### src/rtl/snap_trig_ctrl.sv
// Snapshot trigger/capture controller: decodes the software control word to arm,
// trigger, delay and abort a capture, then writes 2**ADDR_W valid samples into the snapshot BRAM.
module snap_trig_ctrl #(
  parameter int ADDR_W = 10,
  parameter int DATA_W = 32
) (
  input  logic              user_clk,
  input  logic              user_rst_n,
  input  logic [31:0]       ctrl_word,
  input  logic [DATA_W-1:0] din,
  input  logic              din_valid,
  input  logic              trig_in,
  output logic [ADDR_W-1:0] bram_addr,
  output logic [DATA_W-1:0] bram_data,
  output logic              bram_we,
  output logic              busy,
  output logic              done,
  output logic [ADDR_W:0]   count
);

  typedef enum logic [2:0] {
    S_IDLE    = 3'd0,
    S_ARMED   = 3'd1,
    S_DELAY   = 3'd2,
    S_CAPTURE = 3'd3,
    S_DONE    = 3'd4
  } state_t;

  state_t            r_state;
  logic              r_arm_prev;
  logic [ADDR_W-1:0] r_addr;
  logic [15:0]       r_delay;

  logic        w_arm_edge;
  logic        w_abort;
  logic        w_trig;
  logic        w_last;
  logic [15:0] w_delay_in;

  assign w_arm_edge = ctrl_word[0] & ~r_arm_prev;
  assign w_abort    = ctrl_word[2];
  assign w_trig     = din_valid & (ctrl_word[1] | trig_in);
  assign w_delay_in = ctrl_word[31:16];
  assign w_last     = (r_addr == {ADDR_W{1'b1}});

  always_ff @(posedge user_clk or negedge user_rst_n) begin
    if (!user_rst_n) begin
      r_state    <= S_IDLE;
      r_arm_prev <= 1'b0;
      r_addr     <= '0;
      r_delay    <= '0;
      bram_addr  <= '0;
      bram_data  <= '0;
      bram_we    <= 1'b0;
      busy       <= 1'b0;
      done       <= 1'b0;
      count      <= '0;
    end else begin
      r_arm_prev <= ctrl_word[0];
      bram_we    <= 1'b0;
      if (w_abort) begin
        r_state <= S_IDLE;
        r_addr  <= '0;
        busy    <= 1'b0;
        done    <= 1'b0;
        count   <= '0;
      end else begin
        case (r_state)
          S_IDLE, S_DONE: begin
            if (w_arm_edge) begin
              r_state <= S_ARMED;
              r_addr  <= '0;
              busy    <= 1'b1;
              done    <= 1'b0;
              count   <= '0;
            end
          end
          S_ARMED: begin
            // With zero delay the trigger sample itself is the first one stored
            if (w_trig) begin
              if (w_delay_in == 16'd0) begin
                bram_we   <= 1'b1;
                bram_addr <= r_addr;
                bram_data <= din;
                r_addr    <= r_addr + 1'b1;
                count     <= count + 1'b1;
                r_state   <= S_CAPTURE;
              end else begin
                r_delay <= w_delay_in;
                r_state <= S_DELAY;
              end
            end
          end
          S_DELAY: begin
            if (din_valid) begin
              r_delay <= r_delay - 16'd1;
              if (r_delay == 16'd1) r_state <= S_CAPTURE;
            end
          end
          S_CAPTURE: begin
            if (din_valid) begin
              bram_we   <= 1'b1;
              bram_addr <= r_addr;
              bram_data <= din;
              r_addr    <= r_addr + 1'b1;
              count     <= count + 1'b1;
              if (w_last) begin
                r_state <= S_DONE;
                busy    <= 1'b0;
                done    <= 1'b1;
              end
            end
          end
          default: r_state <= S_IDLE;
        endcase
      end
    end
  end

endmodule

### config.mk
export PLATFORM = sky130hd
export DESIGN_NAME = snap_trig_ctrl
export DESIGN_NICKNAME = d
export VERILOG_FILES = /design/src/rtl/snap_trig_ctrl.sv
export SDC_FILE = /design/constraint.sdc
export NUM_CORES = 1
export LEC_CHECK = 0
export CAP_MARGIN = 25
export CORE_MARGIN = 3
export CORE_UTILIZATION = 47
export CTS_CLUSTER_DIAMETER = 200
export CTS_CLUSTER_SIZE = 8
export DETAILED_ROUTE_END_ITERATION = 8
export GPL_TIMING_DRIVEN = 0
export PLACE_DENSITY_LB_ADDON = 0.15
export SETUP_SLACK_MARGIN = 0.02
export SLEW_MARGIN = 20
export SYNTH_ARGS = -nofsm -noshare
export SYNTH_HDL_FRONTEND = slang
export SYNTH_SLANG_ARGS = --single-unit
export TNS_END_PERCENT = 50
### constraint.sdc
create_clock -name user_clk -period 2.13 [get_ports user_clk]
set_input_delay 0.213 -clock user_clk [delete_from_list [all_inputs] [get_ports user_clk]]
set_output_delay 0.213 -clock user_clk [all_outputs]
set_load 0.01 [all_outputs]
==> results_dict.tcl <==
set metrics [dict create \
    cts_buffer_depth 2 \
    wl_per_cell_um 15.1 \
    fin_cells 711 \
    ios 124 \
    outcome "completed" \
    r2r-start "r_state[0]$_DFFE_PN0P_" \
    total_power_w 0.00585 \
    core_area_um2 8380 \
    drcViolationCount 0 \
    antennaDiodeCount 0 \
    hp-class "in2reg" \
    clock_skew_ns 0.0120 \
    portBuffers 110 \
    tightest_slew_ns 0.549 \
    numCtsBuffers 9 \
    grt_pass1_wl_mm 17.6 \
    clock_latency_ns 0.35 \
    synth_commonest_cells "nand2_1, dfrtp_1, o21ai_0" \
    rsz0062_at_grt "true" \
    synth_ff_type "dfrtp_1" \
    ir_drop_mv 0.536 \
    cts_num_sinks 86 \
    dr.pass1.iters 4 \
    fillers 702 \
    place_congestion 0.904 \
    synthesis.instances 478 \
    gr-usage-all-layers_pct 21.6 \
    yosys.area.top_type "dfrtp_1" \
    min_period_ns 2.05 \
    die-height_um 99.9 \
    syn_to_final_growth_pct 37.8 \
    yosys-top-cells-area "dfrtp_1, nand2_1, o21ai_0" \
    drt_wl_total_mm 10.8 \
    vias 3952 \
    netlist.area_leader.share_pct 51.9 \
    fin_crit_sh_pct 96.0 \
    setup_viol 0 \
    ys_seq_area_share_pct 51.9 \
    cts_tree "yes" \
    seq_area_um2 2150 \
    crit_chain "nor4b_2 > a311o_1 > o21ai_1 > buf_4 > o21ai_0 > o41ai_2" \
    async_reset_ff_share_pct 100 \
    place_inst 694 \
    cts_max_level 3 \
    critPathMaxFanout 10 \
    viasPerCell 5.56 \
    min_to "r_arm_prev$_DFF_PN0_" \
    reg2reg_setup_slack_ns 0.08 \
    multiInputGateArea_um2 1930 \
    p_per_area_nw_per_um2 1020 \
    timing.rr.end "r_addr[6]$_DFFE_PN0P_" \
    clkTransAtPathRegs_ns 0.09 \
    synth_warnings 0 \
    leakage_nw 2.57 \
    dp_hpwl_mm 7.76 \
    grt_pass1_vias 3753 \
    crit_path_end_kind "flip-flop" \
    max_stage_delay_ns 0.49 \
    slew_headroom_pct 63.4 \
    maxSlewViolCount 0 \
    hp-start "ctrl_word[0]" \
    initial_core_util_pct 49.5 \
    r2r_cells 6 \
    syn-cell-area_um2 4150 \
    die_area_um2 9990 \
    synth_cell_types 56 \
    drive_above_1_share_pct 8.42 \
    synth_nets 550 \
    fin_nets 674 \
    ant_nets 0 \
    arrival_ns 2.26 \
    max_freq_mhz 489 \
    grt_max_degree 51 \
    synth_area_per_cell_um2 8.67 \
    cap_violations 0 \
    timing.final.hold_violations 0 \
    worstPathRequired_ns 2.35 \
    grt-ovfl-total 0 \
    rows 33 \
    clock-root-buffer "clkbuf_8" \
    yosysMostFrequentCell "nand2_1" \
    crit_type "reg2reg" \
    start_kind "flip-flop" \
    hold_depth 1 \
    drtIter0Drc 145 \
    antenna_found_initial 0 \
    synth_edf_count 0 \
    synth_seq_cells 86 \
    slowest_stage "nor4b_2" \
    fp.dieW_um 99.9 \
]
## final cells by class
type / instances / area share, %
repair buffers: 113 / 20.0
flip-flops and latches: 86 / 37.7
inverters: 7 / 0.460
well taps: 105 / 2.30
plain buffers: 22 / 1.91
clock inverters: 6 / 1.66
clock buffers: 9 / 2.17
multi-input cells: 363 / 33.8
## metrics by stage
stage                     setup WS (ns)  instance area (um2)  util (%)  hold WS [ns]  TNS (ns)
final                            0.0845                 5710      68.2         0.351         0
after global routing            0.00325                 5710      68.2         0.354         0
after CTS                        0.0424                 5640      67.3         0.333         0
after detailed placement         -0.324                 5400      64.5         0.223    -11.52
after global placement            -2.33                 5380      64.2         0.449   -210.09
after floorplan                   0.358                 4150         -       -0.0826         0
## layer usage
metal	vias up	share of wire, %	track usage [%]
li1	1924	-	-
met1	1888	42	28.5
met2	126	50	35.7
met3	14	6.7	4.10
met4	0	1.7	7.88
met5	-	0	0
## state kept, by name, indices dropped and copies added, names as in the netlist
signal      flops
bram_addr      10
bram_we         1
busy            1
done            1
count          11
r_arm_prev      1
r_delay        16
r_addr         10
bram_data      32
r_state         3
## logic make-up (layout without fill, tap and decap cells)
logic type               count (synthesis)  after routing  share of synthesized area [%]
AO/OA/AOI/OAI                          106            106                           16.0
buffers and inverters                   29            157                           3.20
adder cells (fa/ha/maj)                  4              4                           1.21
flip-flops                              86             86                           51.9
AND/OR/NAND/NOR                        253            253                           27.7
## how the worst max path moves through the flow
| stage | from | to | slack, ns |
|---|---|---|---|
| after floorplan | r_state[0]$_DFFE_PN0P_ | count[8]$_DFFE_PN0P_ | 0.36 |
| after global routing | r_state[2]$_DFFE_PN0P_ | r_delay[0]$_DFFE_PN0P_ | 0.003 |
| after global placement | user_rst_n | bram_data[13]$_DFFE_PN0P_ | -2.33 |
| final | r_state[0]$_DFFE_PN0P_ | r_addr[6]$_DFFE_PN0P_ | 0.08 |
| after CTS | ctrl_word[16] | r_addr[6]$_DFFE_PN0P_ | 0.04 |
| after detailed placement | ctrl_word[16] | r_addr[6]$_DFFE_PN0P_ | -0.32 |
## where the power goes
group	switching [W]	total, W	internal (W)	leakage, nW
Clock	0.000614	0.00128	0.000667	0.104
Sequential	0.000352	0.00244	0.00209	1.14
Combinational	0.00110	0.00213	0.00104	1.32
## critical path: cells and delay by family, from the launching register on
| family | cells | cell delay (ns) |
|---|---|---|
| flops | 1 | 0.47 |
| simple gates | 1 | 0.49 |
| buf+inv | 1 | 0.19 |
| compound gates | 4 | 0.77 |
## cell usage in the layout (no fill, tap or decap), types with 9 or more instances in the layout
| master | n |
|---|---|
| a21oi_1 | 18 |
| nor2_1 | 26 |
| nand2_1 | 156 |
| clkdlybuf4s50_1 | 109 |
| o21ai_0 | 42 |
| dfrtp_1 | 84 |
| clkbuf_1 | 10 |
| clkbuf_8 | 9 |
| buf_2 | 9 |
| nand3_1 | 17 |
## what timing repair did
| item | CTS | global route |
|---|---|---|
| hold buffers | 1 | 0 |
| endpoints found under the setup margin | 7 | 20 |
| endpoints found under the hold margin | 36 | 0 |
| gates resized for setup | 2 | 12 |
| setup buffers | 0 | 1 |
Power figures use the tool's default switching activity.
